==> config.mk <==
export PLATFORM = sky130hd
export DESIGN_NAME = mem_stage
export DESIGN_NICKNAME = d
export VERILOG_FILES = /design/src/rtl/mem_stage.sv
export SDC_FILE = /design/constraint.sdc
export NUM_CORES = 1
export LEC_CHECK = 0
export CAP_MARGIN = 30
export CORE_ASPECT_RATIO = 2
export CORE_MARGIN = 1.5
export CORE_UTILIZATION = 35
export CTS_BUF_LIST = sky130_fd_sc_hd__clkbuf_4 sky130_fd_sc_hd__clkbuf_8
export DETAILED_ROUTE_END_ITERATION = 8
export GPL_ROUTABILITY_DRIVEN = 0
export HOLD_SLACK_MARGIN = 0.06
export PLACE_DENSITY_LB_ADDON = 0.15
export SYNTH_ARGS = -nofsm -noshare
export SYNTH_HDL_FRONTEND = slang
export SYNTH_SLANG_ARGS = --single-unit
==> constraint.sdc <==
create_clock -name i_clk -period 3 [get_ports i_clk]
set_input_delay 0.9 -clock i_clk [delete_from_list [all_inputs] [get_ports i_clk]]
set_output_delay 0.9 -clock i_clk [all_outputs]
set_load 0.01 [all_outputs]
==> src/rtl/mem_stage.sv <==
// mem_stage: RV32I data-memory stage. Takes one EX result per handshake, runs
// LB/LH/LW/LBU/LHU/SB/SH/SW over a req/ack port (with ack timeout), and
// presents registered write-back data to WB.
// Ports: i_clk/i_reset (sync, active-low); EX side i_valid + operands,
// o_stall back to EX; dmem side o_dmem_req/we/addr/wdata/be, i_dmem_ack/rdata;
// WB side o_valid pulse, o_wb_data/o_rd/o_reg_write, o_misaligned/o_bus_err.
module mem_stage #(
  parameter int unsigned ACK_TIMEOUT = 255
) (
  input  logic        i_clk,
  input  logic        i_reset,
  input  logic        i_valid,
  input  logic [31:0] i_ALUOutput,
  input  logic [31:0] i_store_data,
  input  logic [2:0]  i_func3,
  input  logic        i_mem_read,
  input  logic        i_mem_write,
  input  logic [4:0]  i_rd,
  input  logic        i_reg_write,
  output logic        o_stall,
  output logic        o_dmem_req,
  output logic        o_dmem_we,
  output logic [31:0] o_dmem_addr,
  output logic [31:0] o_dmem_wdata,
  output logic [3:0]  o_dmem_be,
  input  logic        i_dmem_ack,
  input  logic [31:0] i_dmem_rdata,
  output logic        o_valid,
  output logic [31:0] o_wb_data,
  output logic [4:0]  o_rd,
  output logic        o_reg_write,
  output logic        o_misaligned,
  output logic        o_bus_err
);

  typedef enum logic {IDLE = 1'b0, ACCESS = 1'b1} state_t;

  // Abort fires on the edge that ends the ACK_TIMEOUT-th unacknowledged cycle.
  localparam logic [15:0] CNT_LAST = 16'(ACK_TIMEOUT - 1);

  state_t      state, state_nxt;
  logic [15:0] cnt;
  logic [31:0] addr_q;   // full byte address of the outstanding access
  logic [2:0]  f3_q;
  logic [4:0]  rd_q;
  logic        load_q;

  logic        is_mem, is_load, f3_legal, misal;
  logic [3:0]  st_be;
  logic [31:0] st_wdata;
  logic [31:0] ld_data;
  logic [7:0]  ld_byte;
  logic [15:0] ld_half;
  logic        accept, ack_done, abort;

  assign o_stall     = (state == ACCESS);
  assign o_dmem_addr = {addr_q[31:2], 2'b00};

  // Decode of the incoming EX result. Read+write together is treated as a load.
  always_comb begin
    is_mem  = i_mem_read | i_mem_write;
    is_load = i_mem_read;
    if (is_load) f3_legal = (i_func3 != 3'b011) && (i_func3[2:1] != 2'b11);
    else         f3_legal = !i_func3[2] && (i_func3[1:0] != 2'b11);
    case (i_func3[1:0])
      2'b01:   misal = i_ALUOutput[0];
      2'b10:   misal = |i_ALUOutput[1:0];
      default: misal = 1'b0;
    endcase
    case (i_func3[1:0])
      2'b00: begin
        st_be    = 4'b0001 << i_ALUOutput[1:0];
        st_wdata = {4{i_store_data[7:0]}};
      end
      2'b01: begin
        st_be    = i_ALUOutput[1] ? 4'b1100 : 4'b0011;
        st_wdata = {2{i_store_data[15:0]}};
      end
      default: begin
        st_be    = 4'b1111;
        st_wdata = i_store_data;
      end
    endcase
  end

  // Lane select and sign/zero extension of the returned read word.
  always_comb begin
    case (addr_q[1:0])
      2'b00:   ld_byte = i_dmem_rdata[7:0];
      2'b01:   ld_byte = i_dmem_rdata[15:8];
      2'b10:   ld_byte = i_dmem_rdata[23:16];
      default: ld_byte = i_dmem_rdata[31:24];
    endcase
    ld_half = addr_q[1] ? i_dmem_rdata[31:16] : i_dmem_rdata[15:0];
    case (f3_q[1:0])
      2'b00:   ld_data = {{24{!f3_q[2] && ld_byte[7]}}, ld_byte};
      2'b01:   ld_data = {{16{!f3_q[2] && ld_half[15]}}, ld_half};
      default: ld_data = i_dmem_rdata;
    endcase
  end

  // Next state. Ack is checked before the timeout so a same-cycle ack wins.
  always_comb begin
    state_nxt = state;
    accept    = 1'b0;
    ack_done  = 1'b0;
    abort     = 1'b0;
    case (state)
      IDLE: begin
        if (i_valid) begin
          accept = 1'b1;
          if (is_mem && f3_legal && !misal) state_nxt = ACCESS;
        end
      end
      ACCESS: begin
        if (i_dmem_ack) begin
          ack_done  = 1'b1;
          state_nxt = IDLE;
        end else if (cnt == CNT_LAST) begin
          abort     = 1'b1;
          state_nxt = IDLE;
        end
      end
      default: state_nxt = IDLE;
    endcase
  end

  always_ff @(posedge i_clk) begin
    if (!i_reset) begin
      state        <= IDLE;
      cnt          <= '0;
      addr_q       <= '0;
      f3_q         <= '0;
      rd_q         <= '0;
      load_q       <= 1'b0;
      o_dmem_req   <= 1'b0;
      o_dmem_we    <= 1'b0;
      o_dmem_wdata <= '0;
      o_dmem_be    <= '0;
      o_valid      <= 1'b0;
      o_wb_data    <= '0;
      o_rd         <= '0;
      o_reg_write  <= 1'b0;
      o_misaligned <= 1'b0;
      o_bus_err    <= 1'b0;
    end else begin
      state        <= state_nxt;
      o_valid      <= 1'b0;
      o_misaligned <= 1'b0;
      o_bus_err    <= 1'b0;

      if (accept) begin
        if (!is_mem || !f3_legal || misal) begin
          // Completes in one cycle; faults report the address as wb data.
          o_valid      <= 1'b1;
          o_wb_data    <= i_ALUOutput;
          o_rd         <= i_rd;
          o_reg_write  <= !is_mem && i_reg_write && (i_rd != 5'd0);
          o_bus_err    <= is_mem && !f3_legal;
          o_misaligned <= is_mem && f3_legal && misal;
        end else begin
          o_dmem_req   <= 1'b1;
          o_dmem_we    <= !is_load;
          o_dmem_be    <= is_load ? 4'b1111 : st_be;
          o_dmem_wdata <= is_load ? '0 : st_wdata;
          addr_q       <= i_ALUOutput;
          f3_q         <= i_func3;
          rd_q         <= i_rd;
          load_q       <= is_load;
          cnt          <= '0;
        end
      end

      if (ack_done) begin
        o_dmem_req  <= 1'b0;
        o_valid     <= 1'b1;
        o_rd        <= rd_q;
        o_reg_write <= load_q && (rd_q != 5'd0);
        if (load_q) o_wb_data <= ld_data;
      end else if (abort) begin
        o_dmem_req  <= 1'b0;
        o_valid     <= 1'b1;
        o_bus_err   <= 1'b1;
        o_rd        <= rd_q;
        o_reg_write <= 1'b0;
        o_wb_data   <= addr_q;
      end else if (state == ACCESS) begin
        cnt <= cnt + 16'd1;
      end
    end
  end

endmodule

Word level (Yosys, flattened, before mapping)
Index checks and enable logic that the tools add are counted.
{ "classes": {"addsub": 1, "eq_ne": 9, "shifts": 1, "mux": 48, "bitwise_logic": 4, "reduce_logical": 31} }
{ "op_table": {"columns": ["cell", "count"], "rows": [
  ["$mux W32", 6],
  ["$pmux W32 S2", 2],
  ["$mux W16", 6],
  ["$mux W1", 24],
  ["$pmux W8 S3", 1],
  ["$mux W5", 4],
  ["$add A16 B1 Y16 const B", 1],
  ["$eq A16 B8 Y1 const B", 1],
  ["$logic_and A1 B1 Y1", 11],
  ["$reduce_bool A5 Y1", 2],
  ["$mux W4", 2],
  ["$pmux W4 S2", 1],
  ["$eq A2 B1 Y1 const B", 3],
  ["$logic_not A1 Y1", 6],
  ["$logic_not A2 Y1", 3],
  ["$reduce_bool A3 Y1", 2],
  ["$eq A2 B2 Y1 const B", 2],
  ["$ne A2 B2 Y1 const B", 2],
  ["$pmux W1 S2", 2],
  ["$reduce_and A2 Y1", 2],
  ["$shl A1 B2 Y4 const A", 1],
  ["$ne A3 B2 Y1 const B", 1],
  ["$not A1 Y1", 3],
  ["$reduce_and A3 Y1", 1],
  ["4 further kinds", 5]
]} }
{ "word_totals": {"regBits": 137, "out_inout_bits": 112, "elab_cells": 110} }

Longest topological paths before layout
{ "depth": {"ltp_word": 11, "ltp_mapped": 10, "mapped_depth_nobuf": 7} }

Worst setup path before layout
Ideal clock, no wire load.
{ "synth_path": {"kind": "input port to flip-flop", "startpoint": "input i_func3[1]", "endpoint": "register o_dmem_wdata[23]", "setup_time_ps": 70, "t_arrival_ps": 2430, "setup_slack_ps": 499, "path_stages": 9, "path_buffers": 2, "path_cell_list": "inv_1 ha_1 o211ai_1 nand2_1 or2_1 buf_2 buf_6 or3_1 a21boi_1"} }
{ "synth_between": {"elab_chain_len": 8} }
{ "synth_rtl": {"columns": ["item", "line", "source"], "rows": [
  ["start, declared", "15", "input logic [2:0] i_func3,"],
  ["$ne A3 B2 Y1, or another cell as far along", "63", "if (is_load) f3_legal = (i_func3 != 3'b011) && (i_func3[2:1] != 2'b11);"],
  ["$logic_and A1 B1 Y1 (on tied branches)", "63, 64", null],
  ["$mux W1", "63", null],
  ["$logic_not A1 Y1", "153", "if (!is_mem || !f3_legal || misal) begin"],
  ["$logic_or A1 B1 Y1 (2 in series)", "153", null],
  ["$not A1 Y1 (no line)", null, null],
  ["$reduce_and A2 Y1 (no line)", null, null],
  ["end signal, assigned", "165", "o_dmem_wdata <= is_load ? '0 : st_wdata;"],
  ["end, declared", "24", "output logic [31:0] o_dmem_wdata,"]
]} }
Parallel ways exist; a longest one is shown, timed or not.
A chain may end at the register's enable or synchronous reset.

Worst setup path in the final report
{ "layout_path": {"startpoint": "input i_func3[0]", "endpoint": "register addr_q[7]"} }
{ "layout_between": {"elab_chain_len": 8} }
{ "layout_rtl": {"columns": ["item", "line", "source"], "rows": [
  ["$ne A3 B2 Y1 or $ne A2 B2 Y1 (tied branches)", "63, 64", null],
  ["$logic_and A1 B1 Y1 (on tied branches)", "63, 64", null],
  ["$mux W1", "63", null],
  ["$logic_not A1 Y1", "153", null],
  ["$logic_or A1 B1 Y1", "153", null],
  ["$logic_or A1 B1 Y1 (*)", "153", null],
  ["$not A1 Y1 (no line) (*)", null, null],
  ["$reduce_and A2 Y1 (no line) (*)", null, null],
  ["end signal, assigned", "166", "addr_q <= i_ALUOutput;"],
  ["end, declared", "43", "logic [31:0] addr_q;"]
]} }
Every way passes the cells marked *; elsewhere a longest branch is shown, timed or not.

==> results.md <==
* Status: finished clean
* Power per cell area at 426 nW/um2
* Register Area at 2740 um2
* HPWL after DPL at roughly 20000 um
* Worst Setup End Kind: flip-flop
* DRC at 0
* M2 GR Usage at 0.458
* Setup violators final at 0
* Starting Density at 0.358
* DR vias/cell at between 5 and 6
* Yosys top cell by area: dfxtp_1
* P_leak at 3.88 nW
* Number of H-tree levels at 4
* Num CTS Buffers at 17
* Library cells used by synthesis at 59
* Final Cycle Share at 0.918
* Chip Height at 208 um
* Initial DRC count at roughly 330
* DRT Wirelength at 25900 um
* Setup bufs post-CTS at 0
* Slew margin rel. at 0.598
* Final Max Tran Viols at 0
* FP Rows at 74
* Clk pin slew, worst setup/hold paths at 0.09 ns
* Die width at 105 um
* GRT Max-Usage Layer: met2
* Total gr overflow at 0
* Fill count at 2060
* Initial antenna violation count at 0
* Req. time, crit path at 3.35 ns
* Drt pass-1 iters at 5
* Core area at 20600 um2
* Share of post-route cells with drive strength above 1 at 0.100
* Latest clock arrival within the worst-skew pair at 0.44 ns
* Worst-path fanout max at 47
* Total power at between 4 and 5 mW
* Post-DR wirelength/cell at around 19 um
* Sw frac at 0.282
* PortBufs at 220
* Area of the mapped netlist at 7350 um2
* Clock sinks at approximately 140
* Peak VDD IR at 256 uV
* Clk pwr share at 0.339
* Post-synth top area share at 0.373
* Nets at 1204
* Full die area at about 22000 um2
* Clock buffer depth at 2
* DP Cell Count at 1334
* Critical Path AT at ~3.1 ns
* Root Buffer: clkbuf_8
* Worst Setup Path Type: primary input to flip-flop
* Hold_ws at roughly 0.45 ns
* Yosys warnings at 0
* Flop2flop setup slack at 0.93 ns
* Vias at 7250
* Hold buffers post-CTS at 0
* Tmin final at between 2 and 3 ns
* Internal at between 3 and 4 mW
* Count leader, synth: nand2_1
* Min-delay worst type: flip-flop to flip-flop
* Post-synth EDFFs at 0
* Area of the multi-input gates at 4050 um2
* RSZ-0062 raised after global routing: no
* M1 GR Usage at 0.225
* Setup WS pre-CTS at -0.175 ns
* Global-route wire length before repair at 39400 um
* Worst Reg-to-Reg Cells at 5
* Worst R2R Start: f3_q[0]
* Sequential Power Share at 0.447
* Critical Path Source: i_func3[0]
* Ranking of synthesized cells by area: dfxtp_1 37%, nand2_1 8.5%, a21boi_0 6.0%
* Max frequency at roughly 360 MHz
* ANT nets after route at 0
* Clock Skew at 0.0131 ns
* I/O pin total at 223
* GR Util met3 at 0.0442
* Final Hold Fails at 0
* R2r endpoint: o_wb_data[13]
* Primary FF master, synth: dfxtp_1
* Async S/R FF share, synth at 0
* Gate Count Post-Synth at 882
* CTS tree: built
* Post-route insts no fill at 1366
* Sequential share of the synthesized area at 0.373
* Vias in the first global route at slightly above 7k
* Max-cap viol count at 0
* Post-synth top cells: 167 x nand2_1, 137 x dfxtp_1, 59 x a21boi_0
* Syn Area/Cell at 8.34 um2
* Worst slew pin tran at 0.603 ns
* Psw at around 1.2 mW
* Largest net degree at the start of global routing at 48
* Final Worst Setup Slack at 0.245 ns
* Critical Path Sink: addr_q[7]
* Combinational share of power at 0.214
* Post_cts resized at 0
* Layout area overhead at 40.7%
* CP startpoint kind: primary input
* All-Layer GR Usage at 0.233
* ANT cells at 0
* FF+latch count, synth at 137
flip-flops by register name, summed over array words and instances, names as in the netlist:
name and cells:
addr_q 32, o_dmem_wdata 32, o_wb_data 32, cnt 16
o_rd 5, rd_q 5, o_dmem_be 4, f3_q 3
load_q 1, o_bus_err 1, o_dmem_req 1, o_dmem_we 1
o_misaligned 1, o_reg_write 1, o_stall 1, o_valid 1
through the flow:
stage	instance area, um2	utilization	setup TNS (ns)
after CTS	10300	0.503	0
after floorplan	7360	-	0
after detailed placement	9960	0.485	-7.61
final	10300	0.503	0
after global placement	9960	0.485	-4.44
after global routing	10300	0.503	0
power groups by stage:
stage	clock network (mW)	logic, mW	registers, mW
6_report	1.50	0.945	1.97
5_1_grt	1.61	1.01	1.98
2_1_floorplan	0	0.429	2.02
3_5_place_dp	0	0.948	2.01
3_3_place_gp	0	0.944	2.01
4_1_cts	1.55	0.953	1.97
cell families after synthesis:
family	after synthesis	synth area share
adders and majority gates	6	0.0102
DFF	137	0.373
other	1	0.000510
muxes	42	0.0580
buffers and inverters	109	0.0793
xor gates and xnor gates	7	0.00834
and+or+nand+nor	314	0.206
AOI/OAI and AO/OA	266	0.265
cell type report:
class,count,area share
Clock inverter,10,0.00883
Inverter,11,0.00399
Multi-Input combinational cell,637,0.391
Clock buffer,22,0.0287
Sequential cell,137,0.265
Tap cell,266,0.0322
Timing Repair Buffer,283,0.270
worst max-delay path, cell delays in order:
cell             delay [ns]
clkdlybuf4s50_1        0.52
buf_4                  0.13
ha_1                   0.18
nor2_2                 0.07
o221ai_2               0.19
or2_4                  0.50
buf_4                  0.35
nand2_1                0.07
a21boi_0               0.18
how the worst min path moves through the flow:
stage | from | to | depth (start not counted)
after floorplan | addr_q[2] | addr_q[2] | 2
after global placement | o_dmem_wdata[22] | o_dmem_wdata[22] | 2
after detailed placement | o_dmem_wdata[23] | o_dmem_wdata[23] | 2
after CTS | o_dmem_wdata[16] | o_dmem_wdata[16] | 2
after global routing | o_dmem_wdata[16] | o_dmem_wdata[16] | 2
final | o_dmem_wdata[23] | o_dmem_wdata[23] | 2
routing by layer:
metal,wire [um],share of wire
met2,14300,0.55
met1,9320,0.36
met3,1120,0.043
met5,0,0
met4,1120,0.043
placed cells by master (no fill, tap or decap), types with 8 or more instances in the layout:
cell and instances:
a211oi_1 8, buf_4 53, inv_1 11, clkdlybuf4s50_1 219, a21boi_0 59, or3_1 17, a21oi_1 18, nor3_1 9
nand3_1 16, o2bb2ai_1 25, and3_1 11, mux2i_1 37, nor2_1 17, nor2b_1 10, o211ai_1 19, nand3b_1 11
and2_1 24, a21boi_1 21, a221oi_1 9, a22oi_1 21, clkbuf_8 21, o21ai_0 33, buf_12 10, nand2_1 167
dfxtp_1 137
Power figures use the tool's default switching activity.
==> RTL edit 1 (same flow settings) <==
Put one more register stage on the output `o_bus_err`. The value now appears one clock later. The other outputs are not delayed to match.
--- a/src/rtl/mem_stage.sv
+++ b/src/rtl/mem_stage.sv
@@ -39,4 +39,6 @@
   localparam logic [15:0] CNT_LAST = 16'(ACK_TIMEOUT - 1);
 
+  logic o_bus_err_s0;
+
   state_t      state, state_nxt;
   logic [15:0] cnt;
@@ -143,10 +145,10 @@
       o_reg_write  <= 1'b0;
       o_misaligned <= 1'b0;
-      o_bus_err    <= 1'b0;
+      o_bus_err_s0 <= 1'b0;
     end else begin
       state        <= state_nxt;
       o_valid      <= 1'b0;
       o_misaligned <= 1'b0;
-      o_bus_err    <= 1'b0;
+      o_bus_err_s0 <= 1'b0;
 
       if (accept) begin
@@ -157,5 +159,5 @@
           o_rd         <= i_rd;
           o_reg_write  <= !is_mem && i_reg_write && (i_rd != 5'd0);
-          o_bus_err    <= is_mem && !f3_legal;
+          o_bus_err_s0 <= is_mem && !f3_legal;
           o_misaligned <= is_mem && f3_legal && misal;
         end else begin
@@ -181,5 +183,5 @@
         o_dmem_req  <= 1'b0;
         o_valid     <= 1'b1;
-        o_bus_err   <= 1'b1;
+        o_bus_err_s0 <= 1'b1;
         o_rd        <= rd_q;
         o_reg_write <= 1'b0;
@@ -191,4 +193,8 @@
   end
 
+  always_ff @(posedge i_clk) begin
+    o_bus_err <= o_bus_err_s0;
+  end
+
 endmodule
 
Function: changed (a bounded check fails within 4 cycles, from zero or initial values and one cycle with i_reset low).
==> RTL edit 1 against the original RTL <==
- setup slack better by 33 ps
- critical path depth stayed put
- cell area is 0.86% lower
- core utilization is 1.1 points lower
- cell count is 0.51% lower
- synthesized area is 0.27% higher
- count of clock-buffer cells in the layout is 4 lower
- total power is 2.3% higher
- routed wire length is 1.2% lower
- sequential cell count is 1 higher
- clock skew is 4.2 ps higher
- global-route usage is 0.40 points higher
- critical endpoint is now f3_q[1]
- highest routed layer unchanged
==> RTL edit 1: results (changes against the original RTL) <==
Top cells by area, synth -> dfxtp_1 37%, nand2_1 8.5%, a21boi_0 6.0% (unchanged)
Outcome -> finished, final reports clean (unchanged)
Synth Area in Compound Gates -> 0.2639 (was 0.2646)
Worst Skew -> 17.30 ps (was 13.08 ps)
Vias -> 7088 (was 7250)
LEAKAGE -> 3.826 nW (was 3.877 nW)
HPWL after detailed placement -> 19.33 mm (was 19.79 mm)
Crit-path max FO -> 46 (was 47)
Area share of xor/xnor cells in the synthesized design -> 0.008315 (was 0.008338)
Worst vdd ir -> 0.3096 mV (was 0.2563 mV)
Commonest cells in the synthesized netlist -> 167 x nand2_1, 138 x dfxtp_1, 59 x a21boi_0 (was 167 x nand2_1, 137 x dfxtp_1, 59 x a21boi_0)
Share of cells above drive strength 1 -> 0.09083 (was 0.1000)
Critical path's largest stage delay -> 500 ps (was 520 ps)
Mux cell area share after synthesis -> 0.05787 (was 0.05802)
Tot GR Track Use -> 0.2370 (was 0.2330)
Drt pass-1 iters -> 4 (was 5)
WP data arrival -> 3100 ps (was 3110 ps)
Adder-Cell Fraction of Synth Area -> 0.01018 (was 0.01021)
Vias in the first global route -> 7242 (was 7235)
Net Switching -> 1.318 mW (was 1.244 mW)
Sequential fraction of the synthesis area -> 0.3747 (was 0.3730)
Final wirelength -> 25.60 mm (was 25.90 mm)
Largest net degree at the start of global routing -> 69 (was 48)
DRT iter0 DRCs -> 322 (was 327)
Pre-CTS setup slack -> -198.2 ps (was -175.2 ps)
# fillers -> 2066 (was 2060)
Slew @ Worst Pin -> 666.6 ps (was 603.2 ps)
Worst-skew pair later-pin latency -> 460 ps (was 440 ps)
[RTL edit 1: cell count changes after synthesis, sizes merged]
cell and change:
dfxtp +1
[RTL edit 1: worst paths after layout]
path	depth (start not counted)	slack [ps]	to	from
worst max-delay path	9	280	f3_q[1]	i_func3[1]
worst min-delay path	0	340	o_bus_err	o_bus_err_s0
worst max register to register	5	910	o_wb_data[15]	f3_q[0]
worst min register to register	0	340	o_bus_err	o_bus_err_s0
[RTL edit 1: area by class of cell]
class                   count  area, um^2  share of cell area
well taps                 269       336.6             0.03281
repair buffers            272        2663              0.2595
multi-input cells         637        4049              0.3946
inverters                  11       41.29            0.004024
clock buffers              18       247.7             0.02415
clock inverters            14       160.2             0.01561
flip-flops and latches    138        2763              0.2693
[RTL edit 1: through the flow]
stage	utilization	std cells	hold WS, ps	TNS, ps	area (um^2)
final	0.4925	1359	337.6	0	10260
after global routing	0.4925	1359	359.8	0	10260
after CTS	0.4925	1359	340.7	0	10260
after detailed placement	0.4729	1327	319.9	-9003	9852
after global placement	0.4729	1327	321.3	-6859	9852
after floorplan	-	884	309.6	0	7377
[RTL edit 1: logic make-up (layout without fill, tap and decap cells)]
group	after synthesis	count (layout)
muxes	42	42
buffers and inverters	109	315
DFF	138	138
AOI/OAI and AO/OA	266	266
xor gates and xnor gates	7	7
other	1	2
and+or+nand+nor	314	314
adders and majority gates	6	6
[RTL edit 1: routing by layer]
metal | GRT usage | part of all wire | vias to the layer above
met5 | 0 | 0 | -
met4 | 0.09925 | 0.034 | 0
met3 | 0.05044 | 0.050 | 39
met2 | 0.4692 | 0.56 | 218
met1 | 0.2300 | 0.35 | 3325
li1 | - | - | 3506
[RTL edit 1: power groups by stage]
stage	Combinational (mW)	Sequential, mW	Clock, mW
2_1_floorplan	0.429	2.03	0
5_1_grt	1.00	2.00	1.73
3_5_place_dp	0.934	2.03	0
6_report	0.930	1.98	1.60
3_3_place_gp	0.929	2.03	0
4_1_cts	0.938	1.99	1.65
==> RTL edit 2 (same flow settings) <==
Made on the original files. Change the parameter `ACK_TIMEOUT` from 255 to 191.
--- a/src/rtl/mem_stage.sv
+++ b/src/rtl/mem_stage.sv
@@ -6,5 +6,5 @@
 // WB side o_valid pulse, o_wb_data/o_rd/o_reg_write, o_misaligned/o_bus_err.
 module mem_stage #(
-  parameter int unsigned ACK_TIMEOUT = 255
+  parameter int unsigned ACK_TIMEOUT = 191
 ) (
   input  logic        i_clk,
Function: no difference found for any inputs over 4 cycles, from zero or initial values and one cycle with i_reset low; that may be too few to reach the edited logic, so the function may still have changed.
==> RTL edit 2 against the original RTL <==
- cell area decreased by 3.6%
- synthesized cell count decreased by 0.34%
- total power increased by 5.8%
- core utilization about the same
- synthesized area decreased by 4.3%
- die area decreased by 4.2%
- sequential cell count unchanged
- setup slack improved by 98 ps
- critical path depth increased by 1
- routed wire length increased by 0.99%
- register-to-register slack got worse by 410 ps
- non-clock buffer count decreased by 10
- critical endpoint is now o_wb_data[27]
- largest cell class unchanged
- highest routed layer unchanged
==> RTL edit 2: results (changes against the original RTL) <==
Net count, final -> 1188 (was 1204)
WHS -> 453.5 ps (was 452.9 ps)
Worst vdd ir -> 0.2586 mV (was 0.2563 mV)
Worst Skew -> 13.73 ps (was 13.08 ps)
DP Area -> 0.009530 mm^2 (was 0.009961 mm^2)
Vias -> 7248 (was 7250)
Hold endpoint -> o_dmem_wdata[6] (was o_dmem_wdata[23])
Tot GR Track Use -> 0.2479 (was 0.2330)
Crit-path max FO -> 10 (was 47)
DRT iter0 DRCs -> 247 (was 327)
First-pass GRT wire length -> 39.01 mm (was 39.45 mm)
Worst-skew pair later-pin latency -> 460 ps (was 440 ps)
Placed insts -> 1314 (was 1334)
Internal power -> 3.329 mW (was 3.166 mW)
Largest net degree at the start of global routing -> 52 (was 48)
Post-synthesis cell count -> 879 (was 882)
Drt pass-1 iters -> 4 (was 5)
Post-Layout Cell Count -> 1346 (was 1366)
Outcome -> finished, final reports clean (unchanged)
Hold Crit Start -> o_dmem_wdata[6] (was o_dmem_wdata[23])
LEAKAGE -> 3.573 nW (was 3.877 nW)
HPWL after detailed placement -> 19.75 mm (was 19.79 mm)
WP data arrival -> 2990 ps (was 3110 ps)
Share of cells above drive strength 1 -> 0.09779 (was 0.1000)
RR Endpoint -> o_wb_data[6] (was o_wb_data[13])
Top cells by area, synth -> dfxtp_1 39%, nand2_1 9.3%, a21oi_1 6.6% (was dfxtp_1 37%, nand2_1 8.5%, a21boi_0 6.0%)
R2r setup slk -> 520 ps (was 930 ps)
Reg2Reg Depth -> 6 (was 5)
Commonest cells in the synthesized netlist -> 174 x nand2_1, 137 x dfxtp_1, 93 x a21oi_1 (was 167 x nand2_1, 137 x dfxtp_1, 59 x a21boi_0)
Post-DR wirelength/cell -> 19.44 um (was 18.96 um)
Sequential fraction of the synthesis area -> 0.3898 (was 0.3730)
-- RTL edit 2: worst max-delay path by stage --
| stage | from | to | slack [ps] | depth (start not counted) |
|---|---|---|---|---|
| floorplan | i_func3[1] | o_wb_data[2] | 380 | 9 |
| global placement | i_func3[0] | o_wb_data[24] | -50 | 10 |
| detailed placement | i_func3[0] | o_wb_data[28] | -110 | 10 |
| CTS | i_func3[0] | o_wb_data[27] | 380 | 10 |
| global route | i_func3[0] | o_wb_data[28] | 170 | 10 |
| finish | i_func3[0] | o_wb_data[27] | 340 | 10 |
-- RTL edit 2: critical path, stage by stage --
cell             delay [ps]
clkdlybuf4s50_1         540
inv_1                    90
ha_1                    210
o211ai_1                230
a21oi_1                 150
buf_4                   190
nor2_4                  120
buf_4                   250
mux2i_1                 210
o22ai_1                  90
-- RTL edit 2: cells by family after synthesis --
kind of cell	after synthesis	share of synthesized area
and+or+nand+nor	301	0.1970
AOI/OAI and AO/OA	268	0.2436
buffers and inverters	115	0.08553
xor gates and xnor gates	3	0.003735
adders and majority gates	6	0.01067
other	1	0.0005329
muxes	48	0.06917
DFF	137	0.3898
-- RTL edit 2: routing by layer --
| layer | GRT usage | part of all wire |
|---|---|---|
| met2 | 0.4514 | 0.53 |
| met5 | 0 | 0 |
| met4 | 0.1482 | 0.057 |
| met3 | 0.05723 | 0.056 |
| met1 | 0.2466 | 0.35 |
-- RTL edit 2: cell type report --
type	count	area, um^2	area share
Tap cell	262	327.8	0.03286
Clock buffer	18	247.7	0.02483
Clock inverter	14	197.7	0.01982
Sequential cell	137	2743	0.2749
Inverter	14	53.80	0.005393
Multi-Input combinational cell	628	3719	0.3728
Timing Repair Buffer	273	2688	0.2694
-- RTL edit 2: per-stage QoR --
stage | TNS [ps] | setup WS, ps
floorplan | 0 | 375.6
global placement | -722.6 | -49.93
detailed placement | -2870 | -112.3
CTS | 0 | 376.1
global route | 0 | 167.5
finish | 0 | 342.8
-- RTL edit 2: power groups by stage --
stage,clock (mW),sequential (mW),combinational [mW]
detailed placement,0,2.02,0.958
global route,1.84,1.99,1.03
finish,1.73,1.98,0.961
global placement,0,2.02,0.956
floorplan,0,2.02,0.434
CTS,1.77,1.98,0.964
